File: src/rtl/fifo_pkg.sv
// fifo_pkg: definitions shared by the FIFO controller files.
//   DEPTH_DEF    - default number of FIFO entries
//   cnt_w_f()    - width that can hold any occupancy 0..depth
//   fifo_flags_t - bundle of the four status flags decoded from the count
package fifo_pkg;

  localparam int DEPTH_DEF = 8;

  // One more bit than the address so that a completely full FIFO (count == depth)
  // is representable.
  function automatic int cnt_w_f(input int depth);
    return $clog2(depth) + 1;
  endfunction

  typedef struct packed {
    logic full;
    logic empty;
    logic almost_full;
    logic almost_empty;
  } fifo_flags_t;

endpackage

File: src/rtl/fifo_ptr.sv
// fifo_ptr: ADDR_W-bit RAM address pointer that advances on en and wraps
// DEPTH-1 -> 0.
// Ports:
//   clk   - clock, rising edge
//   reset - asynchronous active-low reset, clears the pointer to 0
//   en    - advance the pointer at this edge
//   ptr   - registered pointer value
module fifo_ptr
  import fifo_pkg::*;
#(
  parameter int DEPTH = DEPTH_DEF,
  localparam int ADDR_W = $clog2(DEPTH)
) (
  input  logic              clk,
  input  logic              reset,
  input  logic              en,
  output logic [ADDR_W-1:0] ptr
);

  logic [ADDR_W-1:0] ptr_r;

  // Pointer register with explicit modulo-DEPTH wrap.
  always_ff @(posedge clk or negedge reset) begin
    if (!reset) begin
      ptr_r <= '0;
    end else if (en) begin
      if (ptr_r == ADDR_W'(DEPTH - 1)) begin
        ptr_r <= '0;
      end else begin
        ptr_r <= ptr_r + ADDR_W'(1);
      end
    end else begin
      ptr_r <= ptr_r;
    end
  end

  assign ptr = ptr_r;

endmodule

File: src/rtl/fifo_control_param.sv
// fifo_control_param: FIFO controller for an external dual-port RAM of DEPTH entries.
// Gates producer/consumer requests against full/empty, keeps the RAM pointers and
// occupancy count, decodes status flags against run-time thresholds and reports
// overflow/underflow attempts.
// Build option: FIFO_CTRL_ERR_STICKY_EN
//   defined   - overflow/underflow are sticky until err_clr (a coincident set wins)
//   undefined - overflow/underflow are one-cycle pulses, err_clr is ignored
// Ports:
//   clk, reset                 - clock; asynchronous active-low reset
//   fifo_wr, fifo_rd           - write / read requests
//   full_umbral, empty_umbral  - almost_full / almost_empty thresholds (unsigned)
//   err_clr                    - clears sticky error flags
//   mem_wr_en, mem_rd_en       - accepted write / read this cycle (zero latency)
//   wr_ptr, rd_ptr             - RAM write / read addresses
//   count                      - occupancy 0..DEPTH
//   full, empty, almost_full, almost_empty - status decoded from count
//   overflow, underflow        - error flags
module fifo_control_param
  import fifo_pkg::*;
#(
  parameter int DEPTH = DEPTH_DEF,
  localparam int ADDR_W = $clog2(DEPTH),
  localparam int CNT_W = cnt_w_f(DEPTH)
) (
  input  logic              clk,
  input  logic              reset,
  input  logic              fifo_wr,
  input  logic              fifo_rd,
  input  logic [CNT_W-1:0]  full_umbral,
  input  logic [CNT_W-1:0]  empty_umbral,
  input  logic              err_clr,
  output logic              mem_wr_en,
  output logic              mem_rd_en,
  output logic [ADDR_W-1:0] wr_ptr,
  output logic [ADDR_W-1:0] rd_ptr,
  output logic [CNT_W-1:0]  count,
  output logic              full,
  output logic              empty,
  output logic              almost_full,
  output logic              almost_empty,
  output logic              overflow,
  output logic              underflow
);

  logic [CNT_W-1:0] count_r;
  fifo_flags_t      flags_s;
  logic             mem_wr_en_s;
  logic             mem_rd_en_s;
  logic             overflow_r;
  logic             underflow_r;

  // Status flags decode straight from the registered count, so threshold changes
  // show up in the same cycle.
  always_comb begin
    flags_s              = '0;
    flags_s.full         = (count_r == CNT_W'(DEPTH));
    flags_s.empty        = (count_r == CNT_W'(0));
    flags_s.almost_full  = (count_r >= full_umbral);
    flags_s.almost_empty = (count_r <= empty_umbral);
  end

  // Request gating: full blocks writes and empty blocks reads, even when the
  // opposite request would make room in the same cycle.
  always_comb begin
    mem_wr_en_s = fifo_wr & ~flags_s.full;
    mem_rd_en_s = fifo_rd & ~flags_s.empty;
  end

  // Occupancy counter; a simultaneous accepted read and write cancel out.
  always_ff @(posedge clk or negedge reset) begin
    if (!reset) begin
      count_r <= '0;
    end else begin
      case ({mem_wr_en_s, mem_rd_en_s})
        2'b10:   count_r <= count_r + CNT_W'(1);
        2'b01:   count_r <= count_r - CNT_W'(1);
        default: count_r <= count_r;
      endcase
    end
  end

`ifdef FIFO_CTRL_ERR_STICKY_EN
  // Sticky error capture; a new offending request takes priority over err_clr.
  always_ff @(posedge clk or negedge reset) begin
    if (!reset) begin
      overflow_r  <= 1'b0;
      underflow_r <= 1'b0;
    end else begin
      overflow_r  <= (fifo_wr & flags_s.full)  | (overflow_r  & ~err_clr);
      underflow_r <= (fifo_rd & flags_s.empty) | (underflow_r & ~err_clr);
    end
  end
`else
  logic err_clr_unused_s;
  assign err_clr_unused_s = err_clr;

  // One-cycle error pulses in the cycle after the offending request.
  always_ff @(posedge clk or negedge reset) begin
    if (!reset) begin
      overflow_r  <= 1'b0;
      underflow_r <= 1'b0;
    end else begin
      overflow_r  <= fifo_wr & flags_s.full;
      underflow_r <= fifo_rd & flags_s.empty;
    end
  end
`endif

  fifo_ptr #(.DEPTH(DEPTH)) u_wr_ptr (
    .clk   (clk),
    .reset (reset),
    .en    (mem_wr_en_s),
    .ptr   (wr_ptr)
  );

  fifo_ptr #(.DEPTH(DEPTH)) u_rd_ptr (
    .clk   (clk),
    .reset (reset),
    .en    (mem_rd_en_s),
    .ptr   (rd_ptr)
  );

  assign mem_wr_en    = mem_wr_en_s;
  assign mem_rd_en    = mem_rd_en_s;
  assign count        = count_r;
  assign full         = flags_s.full;
  assign empty        = flags_s.empty;
  assign almost_full  = flags_s.almost_full;
  assign almost_empty = flags_s.almost_empty;
  assign overflow     = overflow_r;
  assign underflow    = underflow_r;

endmodule

File: config.mk
export PLATFORM = sky130hd
export DESIGN_NAME = fifo_control_param
export DESIGN_NICKNAME = d
export VERILOG_FILES = /design/src/rtl/fifo_pkg.sv /design/src/rtl/fifo_ptr.sv /design/src/rtl/fifo_control_param.sv
export SDC_FILE = /design/constraint.sdc
export NUM_CORES = 1
export LEC_CHECK = 0
export CORE_AREA = 2 2 48 50
export CTS_BUF_LIST = sky130_fd_sc_hd__clkbuf_8
export DETAILED_ROUTE_END_ITERATION = 10
export DIE_AREA = 0 0 50 52
export PLACE_DENSITY = 0.74
export REMOVE_ABC_BUFFERS = 1
export SLEW_MARGIN = 20
export SYNTH_ARGS = -nofsm -noshare
export SYNTH_HDL_FRONTEND = slang
export SYNTH_SLANG_ARGS = --single-unit
File: constraint.sdc
create_clock -name clk -period 2.39 [get_ports clk]
set_input_delay 0.3585 -clock clk [delete_from_list [all_inputs] [get_ports clk]]
set_output_delay 0.3585 -clock clk [all_outputs]
set_load 0.02 [all_outputs]
==> impl_metrics.env, run 1 <==
export IMPL_outcome="finished, final reports clean"
export IMPL_hold_viol=0
export IMPL_overflow=0
export IMPL_clk_pin_slew_ns=0.05
export IMPL_initial_core_util_pct=40.0
export IMPL_drc_errors=0
export IMPL_vias=697
export IMPL_die_width_um=50
export IMPL_track_usage_pct=14.8
export IMPL_crit_arrival_ns=1.87
export IMPL_share_comb_of_total_power_pct=64.2
export IMPL_dpl_hpwl_mm=1.38
export IMPL_cts_hold_buf=0
export IMPL_maxCapViolations=0
export IMPL_endpoint_kind="output pin"
export IMPL_cts_tree="yes"
export IMPL_antenna_left=0
export IMPL_drt_iter0_markers=7
export IMPL_syn_area_um2=843
export IMPL_ir_drop_uv=624
export IMPL_htreeDepth=1
export IMPL_grt_max_degree=13
export IMPL_cts_made_buffers=3
export IMPL_p_sw_share_pct=40.9
export IMPL_worst_pin_slew_ns=0.525
export IMPL_globalplace_congestion=0.758
export IMPL_n_antenna_cell=0
export IMPL_drive_above_1_share_pct=17.6
export IMPL_clkLatencyLatePin_ns=0.23
export IMPL_startpoint_type="flop"
export IMPL_setup_violations=0
export IMPL_via_per_inst=4.74
export IMPL_die_height_um=52
export IMPL_final_cell_mix="clkdlybuf4s50_1, ha_1, inv_1"
export IMPL_drv_slew=0
export IMPL_yosysSeqAreaShare_pct=35.6
export IMPL_path_class="flop to output pin"
export IMPL_power_frac_seq_pct=23.4
export IMPL_syn_area_per_cell_um2=10.4
export IMPL_grt_pass1_vias=705
export IMPL_synth_top_flop_cell="dfrtp_1"
export IMPL_antenna_found_initial=0
export IMPL_p_int_mw=1.02
export IMPL_grt_use_met1_pct=16.3
export IMPL_core_rowCount=17
export IMPL_dr_pass1_iters=4
export IMPL_cp_max_fo=6
export IMPL_cts_root_buffer="clkbuf_8"
export IMPL_hp_class="primary input to async pin"
export IMPL_portBuffers=29
export IMPL_gr_usage_met2_pct=27.4
export IMPL_worstSetupStartpoint="count[0]$_DFFE_PN0P_"
export IMPL_synthArstFlopShare_pct=100
export IMPL_drt_wirelength_per_cell_um=11.8
export IMPL_max_clock_freq_mhz=449
export IMPL_ys_ff_latch=12
export IMPL_use_met3_pct=2.59
export IMPL_p_switching_mw=0.710
export IMPL_grt_busiest_layer="met2"
export IMPL_area_growth_pct=52.2
export IMPL_nFillCells=167
export IMPL_required_ns=2.03
export IMPL_io_pins=31
export IMPL_total_power_mw=1.73
export IMPL_clkPwrFrac_pct=12.4
export IMPL_power_per_cell_area_mw_per_mm2=1350
export IMPL_ys_types=22
export IMPL_nets=149
export IMPL_final_common_cell="clkdlybuf4s50_1"
export IMPL_drt_total_wl_mm=1.73
export IMPL_finalCritPeriodShare_pct=93.2
export IMPL_clockBufferDepth=2
export IMPL_netlist_instances=81
export IMPL_synth_edf_count=0
export IMPL_hold_worst_slack_ns=0.470
export IMPL_multiInputGateArea_um2=519
export IMPL_dieArea_mm2=0.00260
export IMPL_layout_min_cycle_time_ns=2.23
export IMPL_ff_latch_area_um2=300
export IMPL_timing_rr_start="count[2]$_DFFE_PN0P_"
export IMPL_coreArea_mm2=0.00211
export IMPL_p_leak_nw=0.630
export IMPL_slew_headroom_pct=64.9
export IMPL_grt_pass1_wl_mm=2.88
export IMPL_yosysWarningCount=0
export IMPL_clock_sinks=12
export IMPL_fin_skew_ns=0.00296
[final cells by class]
type	count	share of cell area, %
Multi-Input combinational cell	56	40.4
Clock buffer	4	4.29
Tap cell	28	2.73
Inverter	13	3.80
Sequential cell	12	23.4
Timing Repair Buffer	34	25.3
[metrics by stage]
stage	TNS [ns]	cell area (um^2)	cells	setup slack (ns)	utilization (%)
detailed placement	-0.163	1200	142	-0.0982	56.9
CTS	0	1250	146	0.0698	59.4
finish	0	1280	147	0.163	61.0
global placement	-0.0919	1200	142	-0.0639	56.9
floorplan	-0.414	843	81	-0.326	-
global route	-0.00829	1280	147	-0.00829	61.0
[sequential cells by signal, indices dropped and copies added, names as in the netlist]
register / cells
overflow: 1
u_rd_ptr.ptr: 3
underflow: 1
u_wr_ptr.ptr: 3
count: 4
[power by group through the flow]
stage                     Sequential, mW  Combinational [mW]  Clock [mW]
after floorplan                    0.520               0.516           0
after global placement             0.391                1.06           0
after detailed placement           0.397                1.10           0
after CTS                          0.394                1.09       0.219
after global routing               0.420                1.23       0.227
final                              0.406                1.11       0.215
[cell usage after synthesis (all sizes together) (2+ instances only)]
| cell | count | area share [%] |
|---|---|---|
| nand2 | 5 | 2.2 |
| and3 | 2 | 1.5 |
| xor2 | 2 | 2.1 |
| nor3 | 3 | 2.4 |
| mux2 | 4 | 7.1 |
| nor2 | 3 | 1.3 |
| and2 | 2 | 1.9 |
| inv | 13 | 5.8 |
| nand2b | 3 | 4.0 |
| o21ai | 6 | 3.6 |
| ha | 15 | 22 |
| dfrtp | 12 | 36 |
| a21oi | 5 | 3.0 |
[critical path, cell delays in order (launching register included)]
cell,delay [ns]
dfrtp_1,0.49
inv_1,0.12
ha_1,0.29
inv_1,0.03
a21boi_0,0.14
o21ai_0,0.10
a21oi_1,0.13
dlygate4sd2_1,0.34
[metal layers]
layer  up-vias  share of wire (%)
met1       333                 43
li1        349                  -
met4         0                1.1
met2        13                 54
met5         -                  0
met3         2                2.2
[path summary, 6_finish.rpt]
check / to / slack (ns) / cells after the start
max in group asynchronous: u_wr_ptr.ptr[2]$_DFFE_PN0P_ / 1.57 / 1
hold / removal: u_rd_ptr.ptr[2]$_DFFE_PN0P_ / 0.47 / 1
setup / recovery: almost_full / 0.16 / 7
setup reg to reg: count[3]$_DFFE_PN0P_ / 0.18 / 9
min in group clk: u_rd_ptr.ptr[1]$_DFFE_PN0P_ / 0.51 / 2
hold reg to reg: u_rd_ptr.ptr[1]$_DFFE_PN0P_ / 0.51 / 2
[cell families after synthesis]
| group | Yosys count | share of synthesized area [%] |
|---|---|---|
| AO/OA/AOI/OAI | 13 | 8.31 |
| XOR/XNOR | 3 | 3.12 |
| adder cells (fa/ha/maj) | 16 | 24.6 |
| buffers and inverters | 13 | 5.79 |
| flip-flops | 12 | 35.6 |
| multiplexers | 4 | 7.12 |
| AND/OR/NAND/NOR | 20 | 15.4 |
[repair_timing]
item | in CTS | in global routing
pin swaps | 0 | 1
endpoints found under the setup margin | 2 | 1
setup buffers | 0 | 1
resized for setup | 2 | 3
Note: power is estimated with default switching activity, not from simulation.
==> run 2: changes to the inputs <==
--- a/config.mk
+++ b/config.mk
@@ -5,8 +5,10 @@
 export SDC_FILE = /design/constraint.sdc
 export NUM_CORES = 1
 export LEC_CHECK = 0
+export ABC_CLOCK_PERIOD_IN_PS = 2390
 export CORE_AREA = 2 2 48 50
 export CTS_BUF_LIST = sky130_fd_sc_hd__clkbuf_8
+export CTS_CLUSTER_SIZE = 30
 export DETAILED_ROUTE_END_ITERATION = 10
 export DIE_AREA = 0 0 50 52
 export PLACE_DENSITY = 0.74
==> results of run 2 <==
Same layout as run 1: the final DEF is identical, and so are final timing and power.
==> run 3: changes to the inputs <==
--- a/config.mk
+++ b/config.mk
@@ -13,6 +13,7 @@
 export DIE_AREA = 0 0 50 52
 export PLACE_DENSITY = 0.74
 export REMOVE_ABC_BUFFERS = 1
+export SETUP_SLACK_MARGIN = 0.05
 export SLEW_MARGIN = 20
 export SYNTH_ARGS = -nofsm -noshare
 export SYNTH_HDL_FRONTEND = slang
==> constraint.sdc (replaced) <==
create_clock -name clk -period 2.39 [get_ports clk]
set_input_delay 0.239 -clock clk [delete_from_list [all_inputs] [get_ports clk]]
set_output_delay 0.239 -clock clk [all_outputs]
set_load 0.02 [all_outputs]
==> impl_metrics.env, run 3 (same netlist as run 1, synthesis figures left out) <==
export IMPL_io_pins=31
export IMPL_nFillCells=174
export IMPL_slowest_stage="dfrtp_2"
export IMPL_slew_headroom_pct=65.5
export IMPL_grt_pass1_vias=691
export IMPL_max_stage_delay_ns=0.47
export IMPL_finalCritPeriodShare_pct=92.8
export IMPL_n_antenna_cell=0
export IMPL_dpl_hpwl_mm=1.41
export IMPL_drt_iter0_markers=4
export IMPL_final_core_util_pct=61.0
export IMPL_core_rowCount=17
export IMPL_hold_worst_slack_ns=0.340
export IMPL_initial_core_util_pct=40.0
export IMPL_antenna_found_initial=0
export IMPL_die_width_um=50
export IMPL_reg2reg_to="count[3]$_DFFE_PN0P_"
export IMPL_clockBufferDepth=2
export IMPL_maxCapViolations=0
export IMPL_timing_rr_start="count[0]$_DFFE_PN0P_"
export IMPL_final_common_cell="clkdlybuf4s50_1"
export IMPL_ir_drop_uv=689
export IMPL_antenna_left=0
export IMPL_final_cell_mix="clkdlybuf4s50_1, ha_1, inv_1"
export IMPL_via_per_inst=4.72
export IMPL_max_clock_freq_mhz=451
export IMPL_drc_errors=0
export IMPL_layout_min_cycle_time_ns=2.22
export IMPL_clock_sinks=12
export IMPL_r2r_cells=9
export IMPL_vias=689
export IMPL_clk_pin_slew_ns=0.05
export IMPL_fin_skew_ns=0.00528
export IMPL_drt_total_wl_mm=1.79
export IMPL_track_usage_pct=15.0
export IMPL_multiInputGateArea_um2=524
export IMPL_portBuffers=29
export IMPL_globalplace_congestion=0.755
export IMPL_fin_cells=146
export IMPL_dp_slack_ns=0.0967
export IMPL_coreArea_mm2=0.00211
export IMPL_endpoint_kind="flop"
export IMPL_cts_root_buffer="clkbuf_8"
export IMPL_tns_ns=0
export IMPL_largest_reg_flops=4
export IMPL_place_inst=141
export IMPL_dieArea_mm2=0.00260
export IMPL_clkLatencyLatePin_ns=0.24
export IMPL_drt_wirelength_per_cell_um=12.2
export IMPL_total_power_mw=1.72
export IMPL_path_class="flop to flop"
export IMPL_design_area_mm2=0.00128
export IMPL_crit_arrival_ns=2.39
export IMPL_worst_pin_slew_ns=0.517
export IMPL_ff_latch_area_um2=302
export IMPL_die_height_um=52
export IMPL_nets=149
export IMPL_cts_tree="yes"
export IMPL_setup_violations=0
export IMPL_cp_max_fo=6
export IMPL_hp_class="primary input to async pin"
export IMPL_cts_made_buffers=3
export IMPL_p_leak_nw=0.639
export IMPL_cts_hold_buf=0
export IMPL_rsz0062_at_grt="yes"
export IMPL_overflow=0
export IMPL_drive_above_1_share_pct=18.6
export IMPL_power_per_cell_area_mw_per_mm2=1340
export IMPL_htreeDepth=1
export IMPL_r2r_slack_ns=0.17
export IMPL_dr_pass1_iters=3
export IMPL_hold_viol=0
export IMPL_required_ns=2.56
export IMPL_startpoint_type="flop"
export IMPL_area_growth_pct=52.2
export IMPL_dpl_instance_area_mm2=0.00119
export IMPL_worstSetupStartpoint="count[0]$_DFFE_PN0P_"
export IMPL_grt_max_degree=13
export IMPL_outcome="finished, final reports clean"
export IMPL_crit_chain="nor4_4 -> nand2b_4 -> inv_1 -> ha_1 -> ha_4 -> nand3_1 -> and3_1 -> nor3_2 -> xor2_1"
export IMPL_fin_ws_ns=0.173
export IMPL_grt_pass1_wl_mm=2.94
export IMPL_drv_slew=0
[run 3: cell count changes in the layout (fill, tap and decap cells not counted)]
cell and change:
dlymetal6s2s_1 +2, nor3_2 +1, dfrtp_1 -1, clkbuf_8 -1, nor3_1 -1, dfrtp_2 +1, dlygate4sd2_1 -2
[run 3: worst max-delay path by stage]
| stage | end | slack, ns |
|---|---|---|
| 2_1_floorplan | count[3]$_DFFE_PN0P_ | -0.33 |
| 4_1_cts | almost_full | 0.06 |
| 3_5_place_dp | count[3]$_DFFE_PN0P_ | 0.1 |
| 6_report | count[3]$_DFFE_PN0P_ | 0.17 |
| 3_3_place_gp | count[3]$_DFFE_PN0P_ | 0.15 |
| 5_1_grt | count[3]$_DFFE_PN0P_ | 0.009 |
[run 3: area by class of cell]
class / instances / area share, %
repair buffers: 34 / 25.9
well taps: 28 / 2.73
inverters: 13 / 3.80
flip-flops and latches: 12 / 23.5
clock buffers: 3 / 3.22
multi-input cells: 56 / 40.8
[run 3: what timing repair did]
item,CTS,global route
setup endpoints to repair,1,3
resized for setup,1,6
pin swaps,0,1
setup buffers,0,2
[run 3: layer usage]
| metal | routed length (um) | global-route usage [%] | vias to the layer above |
|---|---|---|---|
| met1 | 717 | 16.5 | 323 |
| met2 | 984 | 28.3 | 15 |
| li1 | - | - | 349 |
| met3 | 63 | 2.59 | 2 |
| met5 | 0 | 0 | - |
| met4 | 19 | 5.56 | 0 |
[run 3: where the power goes]
group          total [mW]  internal (mW)  switching, mW
clock               0.184          0.111         0.0732
sequential          0.411          0.303          0.108
combinational        1.12          0.587          0.537
[run 3: worst max-delay path: cells and delay by family (launching register included)]
family	cells	cell delay (ns)
flip-flops	1	0.47
adder cells (fa/ha/maj)	2	0.55
AND/OR/NAND/NOR	5	0.90
buffers and inverters	1	0.06
XOR/XNOR	1	0.15
